File: src/rtl/alu_share_arb.sv
// Shares one combinational ALU between two valid/ready requesters: arbitrate,
// register the winner into a single execute stage, return the result through per-requester slots.

module alu (
    input  logic [31:0] i_op1,
    input  logic [31:0] i_op2,
    input  logic [3:0]  i_ctrl,
    output logic [31:0] o_result,
    output logic        o_zero
);
    localparam logic [3:0] ALU_ADD  = 4'b0000;
    localparam logic [3:0] ALU_SUB  = 4'b0001;
    localparam logic [3:0] ALU_AND  = 4'b0010;
    localparam logic [3:0] ALU_OR   = 4'b0011;
    localparam logic [3:0] ALU_XOR  = 4'b0100;
    localparam logic [3:0] ALU_SLL  = 4'b0101;
    localparam logic [3:0] ALU_SRL  = 4'b0110;
    localparam logic [3:0] ALU_SRA  = 4'b0111;
    localparam logic [3:0] ALU_SLT  = 4'b1000;
    localparam logic [3:0] ALU_SLTU = 4'b1001;

    logic [4:0] shamt;

    assign shamt = i_op2[4:0];

    // Codes 1010..1111 are unassigned and deliberately produce zero.
    always_comb begin
        o_result = 32'd0;
        case (i_ctrl)
            ALU_ADD:  o_result = i_op1 + i_op2;
            ALU_SUB:  o_result = i_op1 - i_op2;
            ALU_AND:  o_result = i_op1 & i_op2;
            ALU_OR:   o_result = i_op1 | i_op2;
            ALU_XOR:  o_result = i_op1 ^ i_op2;
            ALU_SLL:  o_result = i_op1 << shamt;
            ALU_SRL:  o_result = i_op1 >> shamt;
            ALU_SRA:  o_result = $unsigned($signed(i_op1) >>> shamt);
            ALU_SLT:  o_result = {31'd0, $signed(i_op1) < $signed(i_op2)};
            ALU_SLTU: o_result = {31'd0, i_op1 < i_op2};
            default:  o_result = 32'd0;
        endcase
    end

    assign o_zero = (o_result == 32'd0);
endmodule

module alu_share_arb #(
    parameter int unsigned RR = 1
) (
    input  logic        i_clk,
    input  logic        i_rst,
    input  logic        i_req0_valid,
    input  logic [31:0] i_req0_op1,
    input  logic [31:0] i_req0_op2,
    input  logic [3:0]  i_req0_ctrl,
    output logic        o_req0_ready,
    output logic        o_rsp0_valid,
    input  logic        i_rsp0_ready,
    output logic [31:0] o_rsp0_result,
    output logic        o_rsp0_zero,
    input  logic        i_req1_valid,
    input  logic [31:0] i_req1_op1,
    input  logic [31:0] i_req1_op2,
    input  logic [3:0]  i_req1_ctrl,
    output logic        o_req1_ready,
    output logic        o_rsp1_valid,
    input  logic        i_rsp1_ready,
    output logic [31:0] o_rsp1_result,
    output logic        o_rsp1_zero
);
    logic [1:0]        req_valid;
    logic [1:0][31:0]  req_op1;
    logic [1:0][31:0]  req_op2;
    logic [1:0][3:0]   req_ctrl;
    logic [1:0]        rsp_ready;

    logic [1:0]        eligible;
    logic [1:0]        grant;
    logic              grant_id;

    logic              stg_valid_reg;
    logic              stg_id_reg;
    logic [31:0]       stg_op1_reg;
    logic [31:0]       stg_op2_reg;
    logic [3:0]        stg_ctrl_reg;
    logic              last_reg;

    logic [1:0]        rsp_valid_reg;
    logic [1:0][31:0]  rsp_result_reg;
    logic [1:0]        rsp_zero_reg;

    logic [31:0]       alu_result;
    logic              alu_zero;

    assign req_valid = {i_req1_valid, i_req0_valid};
    assign req_op1   = {i_req1_op1, i_req0_op1};
    assign req_op2   = {i_req1_op2, i_req0_op2};
    assign req_ctrl  = {i_req1_ctrl, i_req0_ctrl};
    assign rsp_ready = {i_rsp1_ready, i_rsp0_ready};

    // One op in flight per requester: a full slot or a staged op blocks new issue.
    generate
        for (genvar gi = 0; gi < 2; gi++) begin : g_elig
            assign eligible[gi] = req_valid[gi] && !rsp_valid_reg[gi]
                                  && !(stg_valid_reg && (stg_id_reg == 1'(gi)));
        end
    endgenerate

    always_comb begin
        grant = 2'b00;
        if (!i_rst) begin
            if (eligible == 2'b11) begin
                if ((RR != 0) && (last_reg == 1'b0)) begin
                    grant = 2'b10;
                end else begin
                    grant = 2'b01;
                end
            end else begin
                grant = eligible;
            end
        end
    end

    assign grant_id     = grant[1];
    assign o_req0_ready = grant[0];
    assign o_req1_ready = grant[1];

    always_ff @(posedge i_clk or posedge i_rst) begin
        if (i_rst) begin
            stg_valid_reg <= 1'b0;
            stg_id_reg    <= 1'b0;
            stg_op1_reg   <= 32'd0;
            stg_op2_reg   <= 32'd0;
            stg_ctrl_reg  <= 4'd0;
            last_reg      <= 1'b1;
        end else begin
            stg_valid_reg <= |grant;
            if (|grant) begin
                stg_id_reg   <= grant_id;
                stg_op1_reg  <= req_op1[grant_id];
                stg_op2_reg  <= req_op2[grant_id];
                stg_ctrl_reg <= req_ctrl[grant_id];
                last_reg     <= grant_id;
            end
        end
    end

    alu u_alu (
        .i_op1    (stg_op1_reg),
        .i_op2    (stg_op2_reg),
        .i_ctrl   (stg_ctrl_reg),
        .o_result (alu_result),
        .o_zero   (alu_zero)
    );

    // A write and a drain never hit the same slot on one edge, so their order is moot.
    generate
        for (genvar gi = 0; gi < 2; gi++) begin : g_slot
            always_ff @(posedge i_clk or posedge i_rst) begin
                if (i_rst) begin
                    rsp_valid_reg[gi]  <= 1'b0;
                    rsp_result_reg[gi] <= 32'd0;
                    rsp_zero_reg[gi]   <= 1'b0;
                end else if (stg_valid_reg && (stg_id_reg == 1'(gi))) begin
                    rsp_valid_reg[gi]  <= 1'b1;
                    rsp_result_reg[gi] <= alu_result;
                    rsp_zero_reg[gi]   <= alu_zero;
                end else if (rsp_valid_reg[gi] && rsp_ready[gi]) begin
                    rsp_valid_reg[gi]  <= 1'b0;
                end
            end
        end
    endgenerate

    assign o_rsp0_valid  = rsp_valid_reg[0];
    assign o_rsp0_result = rsp_result_reg[0];
    assign o_rsp0_zero   = rsp_zero_reg[0];
    assign o_rsp1_valid  = rsp_valid_reg[1];
    assign o_rsp1_result = rsp_result_reg[1];
    assign o_rsp1_zero   = rsp_zero_reg[1];
endmodule

File: config.mk
export PLATFORM = sky130hd
export DESIGN_NAME = alu_share_arb
export DESIGN_NICKNAME = d
export VERILOG_FILES = /design/src/rtl/alu_share_arb.sv
export SDC_FILE = /design/constraint.sdc
export NUM_CORES = 1
export LEC_CHECK = 0
export ABC_AREA = 1
export BUFFER_PORTS_ARGS = -buffer_cell sky130_fd_sc_hd__buf_2
export CAP_MARGIN = 10
export CORE_MARGIN = 8
export CORE_UTILIZATION = 36
export DETAILED_ROUTE_END_ITERATION = 8
export GPL_TIMING_DRIVEN = 0
export PLACE_DENSITY = 0.57
export SLEW_MARGIN = 25
export SYNTH_ARGS = -nofsm -noshare
export SYNTH_HDL_FRONTEND = slang
export SYNTH_HIERARCHICAL = 1
export SYNTH_SLANG_ARGS = --single-unit
File: constraint.sdc
create_clock -name i_clk -period 6.7 [get_ports i_clk]
set_input_delay 0.67 -clock i_clk [delete_from_list [all_inputs] [get_ports i_clk]]
set_output_delay 0.67 -clock i_clk [all_outputs]
set_load 0.01 [all_outputs]
==> results of run 1 <==
## metal layers
| layer | up-vias | routed length [um] |
|---|---|---|
| met5 | - | 11 |
| met4 | 2 | 5010 |
| met3 | 199 | 9040 |
| met2 | 1175 | 37400 |
| met1 | 9706 | 36000 |
| li1 | 9682 | - |
## worst max path at each step
stage	depth (start not counted)	slack (ns)	start	to
after floorplan	3	3.33	i_rst	o_req0_ready
after global placement	21	2.18	stg_op2_reg[3]$_DFFE_PP0P_	o_rsp1_zero$_DFFE_PP0P_
after detailed placement	21	2.16	stg_op2_reg[3]$_DFFE_PP0P_	o_rsp0_zero$_DFFE_PP0P_
after CTS	21	2.13	stg_op2_reg[3]$_DFFE_PP0P_	o_rsp0_zero$_DFFE_PP0P_
after global routing	24	1.81	stg_op2_reg[3]$_DFFE_PP0P_	o_rsp1_zero$_DFFE_PP0P_
final	21	1.92	stg_op2_reg[3]$_DFFE_PP0P_	o_rsp0_zero$_DFFE_PP0P_
## worst max-delay path, cell delays in order (launching register included)
cell,delay [ns]
sky130_fd_sc_hd__dfrtp_1,0.55
sky130_fd_sc_hd__inv_1,0.15
sky130_fd_sc_hd__buf_2,0.26
sky130_fd_sc_hd__buf_1,0.79
sky130_fd_sc_hd__ha_1,0.23
sky130_fd_sc_hd__buf_4,0.16
sky130_fd_sc_hd__nand2_1,0.11
sky130_fd_sc_hd__nor2_1,0.41
sky130_fd_sc_hd__nand3_1,0.16
sky130_fd_sc_hd__nand2_1,0.31
sky130_fd_sc_hd__a21oi_1,0.10
sky130_fd_sc_hd__o21ai_0,0.09
sky130_fd_sc_hd__o21ai_0,0.19
sky130_fd_sc_hd__nor2_1,0.23
sky130_fd_sc_hd__nand3_1,0.15
sky130_fd_sc_hd__nor2_1,0.15
sky130_fd_sc_hd__nand2_1,0.10
sky130_fd_sc_hd__nor2_1,0.12
sky130_fd_sc_hd__nand2_1,0.07
sky130_fd_sc_hd__nor2_1,0.10
sky130_fd_sc_hd__inv_1,0.07
sky130_fd_sc_hd__o21ai_0,0.17
## Yosys cell counts (2+ instances only)
cell and n:
sky130_fd_sc_hd__and3_1 5, sky130_fd_sc_hd__inv_4 2, sky130_fd_sc_hd__nor2_4 5, sky130_fd_sc_hd__nand2_2 10, sky130_fd_sc_hd__nand2_4 3, sky130_fd_sc_hd__nand4_1 26, sky130_fd_sc_hd__buf_6 10, sky130_fd_sc_hd__a221oi_1 2
sky130_fd_sc_hd__nand3_2 4, sky130_fd_sc_hd__nand3_1 587, sky130_fd_sc_hd__nand3_4 2, sky130_fd_sc_hd__nor3_1 20, sky130_fd_sc_hd__a31oi_1 2, sky130_fd_sc_hd__nor2_2 11, sky130_fd_sc_hd__nor2_1 189, sky130_fd_sc_hd__buf_2 75
sky130_fd_sc_hd__ha_1 98, sky130_fd_sc_hd__o22ai_1 16, sky130_fd_sc_hd__and2_1 11, sky130_fd_sc_hd__fa_1 2, sky130_fd_sc_hd__o2111ai_1 4, sky130_fd_sc_hd__dfrtp_1 138, sky130_fd_sc_hd__nor4_1 2, sky130_fd_sc_hd__o21ai_1 11
sky130_fd_sc_hd__buf_4 15, sky130_fd_sc_hd__inv_1 401, sky130_fd_sc_hd__nand3b_1 2, sky130_fd_sc_hd__buf_1 10, sky130_fd_sc_hd__a21oi_1 70, sky130_fd_sc_hd__o211ai_1 19, sky130_fd_sc_hd__clkbuf_1 24, sky130_fd_sc_hd__nand2_1 964
sky130_fd_sc_hd__o21ai_0 107, sky130_fd_sc_hd__o221ai_1 2, sky130_fd_sc_hd__inv_2 17, sky130_fd_sc_hd__o21bai_1 9
## cell type report
type | count | share of cell area [%]
multi-input cells | 2190 | 56.4
flip-flops and latches | 139 | 18.5
inverters | 421 | 8.47
repair buffers | 212 | 5.76
well taps | 600 | 3.99
plain buffers | 134 | 3.87
clock buffers | 17 | 2.26
clock inverters | 15 | 0.771
diodes | 1 | 0.0133
## cell families after synthesis
group	count (synthesis)	synth area share [%]
DFF	139	21.2
adders and majority gates	100	7.72
buffers and inverters	555	14.1
and+or+nand+nor	1843	48.6
muxes	1	0.0610
AOI/OAI and AO/OA	246	8.32
## stage by stage
step / setup WS (ns) / area [um^2]
after global placement: 2.18 / 18200
after CTS: 2.13 / 18800
after global routing: 1.81 / 18800
after detailed placement: 2.16 / 18200
final: 1.92 / 18800
after floorplan: 3.33 / 16400
==> flow_summary.rst, run 1 <==
.. list-table::
   :header-rows: 1

   * - Metric
     - Value
   * - Final setup skew
     - 0.0190 ns
   * - Port buffer count
     - 211
   * - Worst-path fanout max
     - 11
   * - Max-capacitance violation count
     - 0
   * - #FFs+latches synth
     - 139
   * - Post-cts repair resize count
     - 0
   * - Kind of critical path
     - reg2reg
   * - Most frequent standard cell in the layout excluding fill and tap cells
     - sky130_fd_sc_hd__nand2_1
   * - Horizontal extent of the die
     - 229 um
   * - Root cell of the clock tree
     - sky130_fd_sc_hd__clkbuf_16
   * - Slew at the pin with the worst max-slew slack
     - 1.02 ns
   * - Capturing point of the worst reg2reg path
     - o_rsp0_zero$_DFFE_PP0P_
   * - Sequential cell area
     - 3480 um^2
   * - Top Usage Layer GRT
     - met2
   * - Core footprint
     - 45200 um^2
   * - TritonCTS Sinks
     - 139
   * - Top-Level Pins
     - 212
   * - Post-placement cell count
     - 3696
   * - Final HPWL DP
     - 72900 um
   * - Fraction of the core area covered by cells at the end of the flow
     - 41.6%
   * - Hold Slack
     - 0.217 ns
   * - Total overflow reported by the global router
     - 0
   * - Synth Warn #
     - 6
   * - Wire length of the first global-routing pass
     - 127000 um
   * - Worst flop-to-flop path startpoint
     - stg_op2_reg[3]$_DFFE_PP0P_
   * - R2r worst-path depth
     - 21
   * - Post-synth top flop
     - sky130_fd_sc_hd__dfrtp_1
   * - Fraction of the cycle the final worst path needs
     - 71.3%
   * - Per-cell routed wire length
     - 23.5 um
   * - Via count of the first global-routing pass
     - 19700
   * - Highest-count cells in the layout ignoring fill and taps
     - 964 x sky130_fd_sc_hd__nand2_1, 587 x sky130_fd_sc_hd__nand3_1, 401 x sky130_fd_sc_hd__inv_1, 286 x sky130_fd_sc_hd__buf_2, 189 x sky130_fd_sc_hd__nor2_1
   * - Setup Viol. Count Final
     - 0
   * - Fraction of synthesized cell area taken by the top area cell type
     - 22.1%
   * - RSZ-0062 raised after global routing
     - no
   * - Syn nets
     - 3126
   * - Count of flip-flops with a built-in enable after synthesis
     - 0
   * - Clock tree from TritonCTS
     - done
   * - Share of layout cells above drive strength 1
     - 12.8%
   * - Final Wtd Congestion
     - 1.09
   * - Hold-fix buffers at CTS
     - 0
   * - Endpoint kind of the worst setup timing path
     - flop
   * - Largest net degree at the start of global routing
     - 72
   * - Largest area contributor in the synthesized netlist
     - sky130_fd_sc_hd__nand2_1
   * - Endpoint required time on the critical path
     - 7.10 ns
   * - Net count of the finished layout
     - 3357
   * - Mean cell area of the mapped netlist
     - 5.69 um^2
   * - Layout fillers
     - 5126
   * - Clock period minus worst slack
     - 4.78 ns
   * - Area overhead of the layout relative to synthesis
     - 14.7%
   * - Post-Synthesis Cell Area
     - 16400 um^2
   * - Clock latency reported for the late side of the worst-skew pair
     - 0.49 ns
   * - Status
     - finished clean
   * - Top achievable clock speed
     - 209 MHz
   * - Post-CTS Setup Inserts
     - 0
   * - Met1 Usage GRT
     - 41.8%
   * - # H-tree levels
     - 4
   * - Area of the multi-input gates
     - 10600 um^2
   * - Synth top area cells
     - sky130_fd_sc_hd__nand2_1 22%, sky130_fd_sc_hd__dfrtp_1 21%, sky130_fd_sc_hd__nand3_1 18%, sky130_fd_sc_hd__inv_1 9.2%, sky130_fd_sc_hd__ha_1 7.5%
   * - Slew Limit Fails
     - 0
   * - Wire length reported by the detailed router
     - 87500 um
   * - Die height
     - 229 um
   * - Signal arrival time at the worst endpoint
     - 5.18 ns
   * - Cts bufs inserted
     - 17
   * - Effective utilization at floorplan
     - 36.3%
   * - DRC marker count from the first detailed-route iteration
     - 2573
   * - Count of placed standard cells in the final layout, fillers left out
     - 3729
   * - R2r setup slk
     - 1.92 ns
   * - Remaining routing DRC violations
     - 0
   * - GRT met2 Usage
     - 49.2%
   * - Detailed-route via count
     - 20800
   * - Fraction of registers with async set/reset
     - 100%
   * - Die area
     - 52600 um^2
   * - Final hold vios
     - 0
   * - GR met3 Demand/Resource
     - 7.38%
   * - Cell count after synthesis
     - 2884
   * - Maximum buffer depth of the clock tree
     - 2
   * - Remaining antenna violation count after routing
     - 0
   * - Initial antenna violation count
     - 2
   * - All-Layer GR Usage
     - 32.1%
   * - Via-per-instance ratio
     - 5.57
   * - # rows
     - 78
   * - Sum Neg Setup Slack
     - 0 ns
   * - Clock transition at the registers of the reported paths
     - 0.08 ns
   * - Sequential cell area fraction in the yosys report
     - 21.2%
   * - Number of distinct standard cells referenced by the synthesized netlist
     - 45
   * - Number of optimization iterations in the first detailed-route pass
     - 7
   * - Hold WC Path Type
     - in2async
   * - CP startpoint kind
     - flop
   * - Relative slew margins
     - 32.1%
Power of run 1 is not shown: default switching activity piles up to over one toggle a cycle in this logic, so the estimate is an artifact.
==> run 2: changes to the inputs <==
==> constraint.sdc (replaced) <==
create_clock -name i_clk -period 4.6 [get_ports i_clk]
set_input_delay 0.46 -clock i_clk [delete_from_list [all_inputs] [get_ports i_clk]]
set_output_delay 0.46 -clock i_clk [all_outputs]
set_load 0.01 [all_outputs]
==> run 2 against run 1 <==
- global-route usage did not move
- sequential cell count unchanged
- final area barely moved
- wire length is 0.11% lower
- setup slack got worse by 1.8 ns
- die area is the same
- non-clock buffer count down 2
- clock skew fell by 0.00051 ns
==> flow_summary.rst, run 2 (synthesis results as in run 1) <==
.. list-table::
   :header-rows: 1

   * - Metric
     - Value
   * - Status
     - finished clean
   * - Slew at the pin with the worst max-slew slack
     - 0.981 ns (-0.0376 ns)
   * - Via-per-instance ratio
     - 5.56 (about the same)
   * - Kind of critical path
     - reg2reg
   * - Total overflow reported by the global router
     - 0 (unchanged)
   * - Setup slack after layout
     - 0.152 ns (-1.77 ns)
   * - RSZ-0062 raised after global routing
     - no
   * - Maximum buffer depth of the clock tree
     - 2 (unchanged)
   * - CP startpoint kind
     - flop
   * - Hold-fix buffers at CTS
     - 0 (unchanged)
   * - Final non-filler cell area
     - 18800 um^2 (about the same)
   * - Via count of the first global-routing pass
     - 19700 (unchanged)
   * - Die height
     - 229 um (unchanged)
   * - Fraction of the cycle the final worst path needs
     - 96.7% (+25 points)
   * - Worst-path fanout max
     - 11 (unchanged)
   * - Detailed-route via count
     - 20700 (-0.13%)
   * - Initial antenna violation count
     - 2 (unchanged)
   * - Wire length of the first global-routing pass
     - 127000 um (unchanged)
   * - Clock transition at the registers of the reported paths
     - 0.08 ns (about the same)
   * - Remaining antenna violation count after routing
     - 0 (unchanged)
   * - Net count of the finished layout
     - 3355 (-0.060%)
   * - Per-cell routed wire length
     - 23.4 um (about the same)
   * - Cell family with most CP delay
     - simple AND/OR/NAND/NOR gates
   * - Die area
     - 52600 um^2 (unchanged)
   * - Sum Neg Setup Slack
     - 0 ns (unchanged)
   * - Worst slack, placed
     - 0.0603 ns (-2.10 ns)
   * - Top achievable clock speed
     - 225 MHz (+7.4%)
   * - Cts bufs inserted
     - 17 (unchanged)
   * - Most prevalent standard cell on the critical path
     - sky130_fd_sc_hd__nand2_1
   * - Setup Viol. Count Final
     - 0 (unchanged)
   * - Final Wtd Congestion
     - 1.09 (unchanged)
   * - Clock tree from TritonCTS
     - done
   * - Final hold vios
     - 0 (unchanged)
   * - Highest-count cells in the layout ignoring fill and taps
     - 964 x sky130_fd_sc_hd__nand2_1, 587 x sky130_fd_sc_hd__nand3_1, 401 x sky130_fd_sc_hd__inv_1, 285 x sky130_fd_sc_hd__buf_2, 189 x sky130_fd_sc_hd__nor2_1
   * - Remaining routing DRC violations
     - 0 (unchanged)
   * - Area overhead of the layout relative to synthesis
     - 14.7% (about the same)
   * - Number of optimization iterations in the first detailed-route pass
     - 8 (+1)
   * - Most frequent standard cell in the layout excluding fill and tap cells
     - sky130_fd_sc_hd__nand2_1
   * - Core footprint
     - 45200 um^2 (unchanged)
   * - Share of layout cells above drive strength 1
     - 12.8% (about the same)
   * - Largest net degree at the start of global routing
     - 72 (unchanged)
   * - Wire length reported by the detailed router
     - 87400 um (-0.11%)
   * - # H-tree levels
     - 4 (unchanged)
   * - Top-Level Pins
     - 212 (unchanged)
   * - All-Layer GR Usage
     - 32.1% (unchanged)
   * - # rows
     - 78 (unchanged)
   * - Count of buffering cells on the critical path with inverters included
     - 6 (+1)
   * - Hold WC Path Type
     - in2async
   * - Endpoint kind of the worst setup timing path
     - flop
   * - Cell at the slowest stage of the critical path
     - sky130_fd_sc_hd__dfrtp_1
   * - Slew Limit Fails
     - 0 (unchanged)
   * - Effective utilization at floorplan
     - 36.3% (unchanged)
   * - Endpoint required time on the critical path
     - 5.00 ns (-2.10 ns)
   * - Final HPWL DP
     - 72900 um (unchanged)
   * - Max-capacitance violation count
     - 0 (unchanged)
   * - TritonCTS Sinks
     - 139 (unchanged)
   * - Relative slew margins
     - 34.0% (+1.9 points)
   * - Final setup skew
     - 0.0185 ns (-0.000512 ns)
   * - Horizontal extent of the die
     - 229 um (unchanged)
   * - Port buffer count
     - 211 (unchanged)
   * - Clock period minus worst slack
     - 4.45 ns (-0.328 ns)
   * - Placed cell area
     - 18200 um^2 (unchanged)
   * - Signal arrival time at the worst endpoint
     - 4.85 ns (-0.33 ns)
   * - DRC marker count from the first detailed-route iteration
     - 2735 (+6.3%)
   * - Clock latency reported for the late side of the worst-skew pair
     - 0.49 ns (about the same)
   * - Delay contributed by the slowest stage of the critical path
     - 0.50 ns (-0.29 ns)
   * - Root cell of the clock tree
     - sky130_fd_sc_hd__clkbuf_16
## run 2: cell types whose count changed in the layout (fill, tap and decap cells not counted), sizes merged
cell  change
buf       -2
## run 2: per-layer routing
layer  track usage [%]  part of all wire (%)  up-vias
li1                  -                     -     9680
met1              41.8                    42     9770
met2              49.2                    43     1104
met3              7.38                   9.7      182
met4              16.6                   5.5        2
met5                 0                 0.013        -
## run 2: worst reg2reg max path, delay by kind of cell (launching register included)
kind,cells,cell delay (ns)
simple gates,17,2.10
buf+inv,6,1.34
flops,1,0.50
fa+ha+maj,1,0.29
compound gates,1,0.17
## run 2: final cells by class
| cell class | instances | area, um^2 |
|---|---|---|
| Tap cell | 600 | 751 |
| Clock buffer | 17 | 425 |
| Antenna cell | 1 | 2.50 |
| Multi-Input combinational cell | 2190 | 10600 |
| Inverter | 421 | 1590 |
| Sequential cell | 139 | 3480 |
| Clock inverter | 15 | 145 |
| Buffer | 132 | 723 |
| Timing Repair Buffer | 212 | 1080 |
| Fill cell | 5124 | 26400 |
## run 2: worst paths after layout
kind / start / to / slack (ns) / cells past startpoint
max: stg_op2_reg[2]$_DFFE_PP0P_ / o_rsp0_zero$_DFFE_PP0P_ / 0.15 / 25
min: i_rst / o_rsp1_valid$_DFFE_PP0P_ / 0.006 / 2
max reg2reg: stg_op2_reg[2]$_DFFE_PP0P_ / o_rsp0_zero$_DFFE_PP0P_ / 0.15 / 25
min reg2reg: o_rsp0_result[19]$_DFFE_PP0P_ / o_rsp0_result[19]$_DFFE_PP0P_ / 0.48 / 2
max in group asynchronous: i_rst / stg_op1_reg[4]$_DFFE_PP0P_ / 3.84 / 3
min in group i_clk: i_rsp1_ready / o_rsp1_valid$_DFFE_PP0P_ / 0.19 / 2
## run 2: what timing repair did
item | 4_1_cts | 5_1_grt
endpoints found under the hold margin | 0 | 0
gates resized for setup | 0 | 4
setup buffers | 0 | 0
endpoints found under the setup margin | 0 | 3
## run 2: through the flow
stage                     std cells  utilization [%]  hold WS (ns)
after floorplan                2884                -         0.469
after global placement         3695             40.3         0.461
after detailed placement       3696             40.4         0.469
after CTS                      3728             41.6        0.0223
after global routing           3726             41.6        0.0488
final                          3727             41.6       0.00641
Power of run 2 is left out for the same reason.
==> run 3: changes to the inputs <==
--- a/config.mk
+++ b/config.mk
@@ -8,6 +8,7 @@
 export ABC_AREA = 1
 export BUFFER_PORTS_ARGS = -buffer_cell sky130_fd_sc_hd__buf_2
 export CAP_MARGIN = 10
+export CORE_ASPECT_RATIO = 1.5
 export CORE_MARGIN = 8
 export CORE_UTILIZATION = 36
 export DETAILED_ROUTE_END_ITERATION = 8
==> run 3 against run 2 <==
- clock-buffer cell count is the same
- final area grew 0.18%
- via count shrank 0.35%
- sequential cell count is the same
- sequential share of layout area is essentially flat
- die area grew 0.27%
- maximum frequency grew 0.58%
- final cell count shrank 0.30%
- global-route usage grew 3.2 points
- largest cell class unchanged
==> flow_summary.rst, run 3 (synthesis results as in run 1) <==
.. list-table::
   :header-rows: 1

   * - Metric
     - Value
   * - Status
     - finished clean
   * - Hold WC Path Type
     - in2async
   * - ANT cells
     - 0 (-1)
   * - # H-tree levels
     - 4 (unchanged)
   * - Total overflow reported by the global router
     - 0 (unchanged)
   * - Setup Viol. Count Final
     - 0 (unchanged)
   * - Max-capacitance violation count
     - 0 (unchanged)
   * - Clock transition at the registers of the reported paths
     - 0.07 ns (about the same)
   * - Area overhead of the layout relative to synthesis
     - 14.9%
   * - Top-Level Pins
     - 212 (unchanged)
   * - All-Layer GR Usage
     - 35.3% (+3.2 points)
   * - # rows
     - 96 (+23%)
   * - Via count of the first global-routing pass
     - 20500 (+4.1%)
   * - Count of placed standard cells in the final layout, fillers left out
     - 3716 (-0.30%)
   * - RSZ-0062 raised after global routing
     - no
   * - Signal arrival time at the worst endpoint
     - 4.79 ns (-0.06 ns)
   * - Die height
     - 277 um (+21%)
   * - Port buffer count
     - 211 (unchanged)
   * - Maximum buffer depth of the clock tree
     - 2 (unchanged)
   * - Initial antenna violation count
     - 0 (-2)
   * - Wire length of the first global-routing pass
     - 136000 um (+7.2%)
   * - Routed length on met2
     - 46600 um (+24%)
   * - DRC marker count from the first detailed-route iteration
     - 2071 (-24%)
   * - Post-placement cell count
     - 3684 (-0.32%)
   * - Layout fillers
     - 5165 (+0.80%)
   * - Endpoint kind of the worst setup timing path
     - flop
   * - Endpoint required time on the critical path
     - 4.96 ns (-0.04 ns)
   * - Final HPWL DP
     - 79600 um (+9.3%)
   * - Final Wtd Congestion
     - 1.08 (-1.6%)
   * - Final setup skew
     - 0.0236 ns (+0.00503 ns)
   * - Highest-count cells in the layout ignoring fill and taps
     - 964 x sky130_fd_sc_hd__nand2_1, 587 x sky130_fd_sc_hd__nand3_1, 401 x sky130_fd_sc_hd__inv_1, 284 x sky130_fd_sc_hd__buf_2, 188 x sky130_fd_sc_hd__nor2_1
   * - Core footprint
     - 45400 um^2 (+0.48%)
   * - Delay contributed by the slowest stage of the critical path
     - 0.78 ns (+0.28 ns)
   * - Cell at the slowest stage of the critical path
     - sky130_fd_sc_hd__dfrtp_1
   * - Relative slew margins
     - 16.6% (-17 points)
   * - Effective utilization at floorplan
     - 36.1% (-0.17 points)
   * - Number of optimization iterations in the first detailed-route pass
     - 6 (-2)
   * - Most frequent standard cell in the layout excluding fill and tap cells
     - sky130_fd_sc_hd__nand2_1
   * - Hold Slack
     - 0.0450 ns (+0.0385 ns)
   * - Detailed-route via count
     - 20700 (-0.35%)
   * - Per-cell routed wire length
     - 25.5 um (+8.6%)
   * - Fraction of the cycle the final worst path needs
     - 96.1% (-0.56 points)
   * - Root cell of the clock tree
     - sky130_fd_sc_hd__clkbuf_16
   * - Wire length reported by the detailed router
     - 94600 um (+8.3%)
   * - Hold-fix buffers at CTS
     - 0 (unchanged)
   * - Remaining antenna violation count after routing
     - 0 (unchanged)
   * - Sum Neg Setup Slack
     - 0 ns (unchanged)
   * - Clock tree from TritonCTS
     - done
   * - Clock latency reported for the late side of the worst-skew pair
     - 0.46 ns (-0.03 ns)
   * - CP startpoint kind
     - flop
   * - Slew Limit Fails
     - 0 (unchanged)
   * - Kind of critical path
     - reg2reg
   * - Crit path cell chain
     - inv_2 -> buf_2 -> buf_2 -> fa_1 -> nor2_1 -> a21oi_1 -> o21bai_1 -> o21ai_0 -> nand2_1 -> nand2_1 -> nor2_1 -> nand2_1 -> nor2_1 -> nand2_1 -> nor2_1 -> nand2_1 -> nor2_1 -> inv_1 -> o21ai_0
   * - Clock period minus worst slack
     - 4.42 ns (-0.0259 ns)
   * - Met3 WL
     - 5160 um (-39%)
   * - Die area
     - 52800 um^2 (+0.27%)
   * - Top achievable clock speed
     - 226 MHz (+0.58%)
   * - Remaining routing DRC violations
     - 0 (unchanged)
   * - Final hold vios
     - 0 (unchanged)
   * - Via-per-instance ratio
     - 5.56 (about the same)
   * - Net count of the finished layout
     - 3357 (+0.060%)
   * - Horizontal extent of the die
     - 190 um (-17%)
   * - Worst-path fanout max
     - 12 (+1)
   * - Cts bufs inserted
     - 17 (unchanged)
   * - Slew at the pin with the worst max-slew slack
     - 1.24 ns (+0.259 ns)
   * - Wire length on met1
     - 33800 um (-7.0%)
   * - TritonCTS Sinks
     - 139 (unchanged)
   * - Largest net degree at the start of global routing
     - 78 (+8.3%)
   * - Uppermost layer routed
     - met4
   * - Share of layout cells above drive strength 1
     - 12.9% (+0.12 points)
[run 3: stage by stage]
step	utilization (%)	area, um^2	setup WS, ns
CTS	41.5	18800	0.109
global placement	40.1	18200	-0.315
finish	41.5	18800	0.178
floorplan	-	16400	1.56
global route	41.5	18800	0.00339
detailed placement	40.1	18200	-0.302
[run 3: critical path: cells and delay by family (launching register included)]
family | cells | cell delay (ns)
buf+inv | 4 | 0.69
simple gates | 10 | 1.36
fa+ha+maj | 1 | 0.57
flops | 1 | 0.78
compound gates | 4 | 0.90
[run 3: worst paths after layout]
path	from	end	slack (ns)	depth (start not counted)
worst max-delay path	stg_op2_reg[1]$_DFFE_PP0P_	o_rsp0_zero$_DFFE_PP0P_	0.18	19
worst min-delay path	i_rst	stg_op2_reg[2]$_DFFE_PP0P_	0.04	2
worst max register to register	stg_op2_reg[1]$_DFFE_PP0P_	o_rsp0_zero$_DFFE_PP0P_	0.18	19
worst min register to register	o_rsp0_result[3]$_DFFE_PP0P_	o_rsp0_result[3]$_DFFE_PP0P_	0.48	2
max in group asynchronous	i_rst	o_rsp0_result[19]$_DFFE_PP0P_	3.81	3
min in group i_clk	i_rsp1_ready	o_rsp1_valid$_DFFE_PP0P_	0.21	2
[run 3: layout make-up]
cell class | instances | area, um^2 | share of cell area (%)
multi-input combinational | 2190 | 10600 | 56.3
clock buffer | 17 | 425 | 2.26
tap | 588 | 736 | 3.90
timing repair buffer | 214 | 1100 | 5.83
sequential | 139 | 3480 | 18.5
inverter | 421 | 1590 | 8.45
clock inverter | 15 | 171 | 0.910
buffer | 132 | 729 | 3.87
[run 3: what timing repair did]
| action | CTS | global route |
|---|---|---|
| resized for setup | 2 | 5 |
| cloned | 0 | 0 |
| pin swaps | 0 | 2 |
| buffers inserted | 0 | 2 |
| endpoints found under the setup margin | 2 | 2 |
[run 3: metal layers]
metal	vias up	track usage [%]
li1	9661	-
met1	9707	37.3
met2	978	61.9
met3	320	4.50
met4	0	28.7
met5	-	0
Power of run 3 is left out for the same reason.
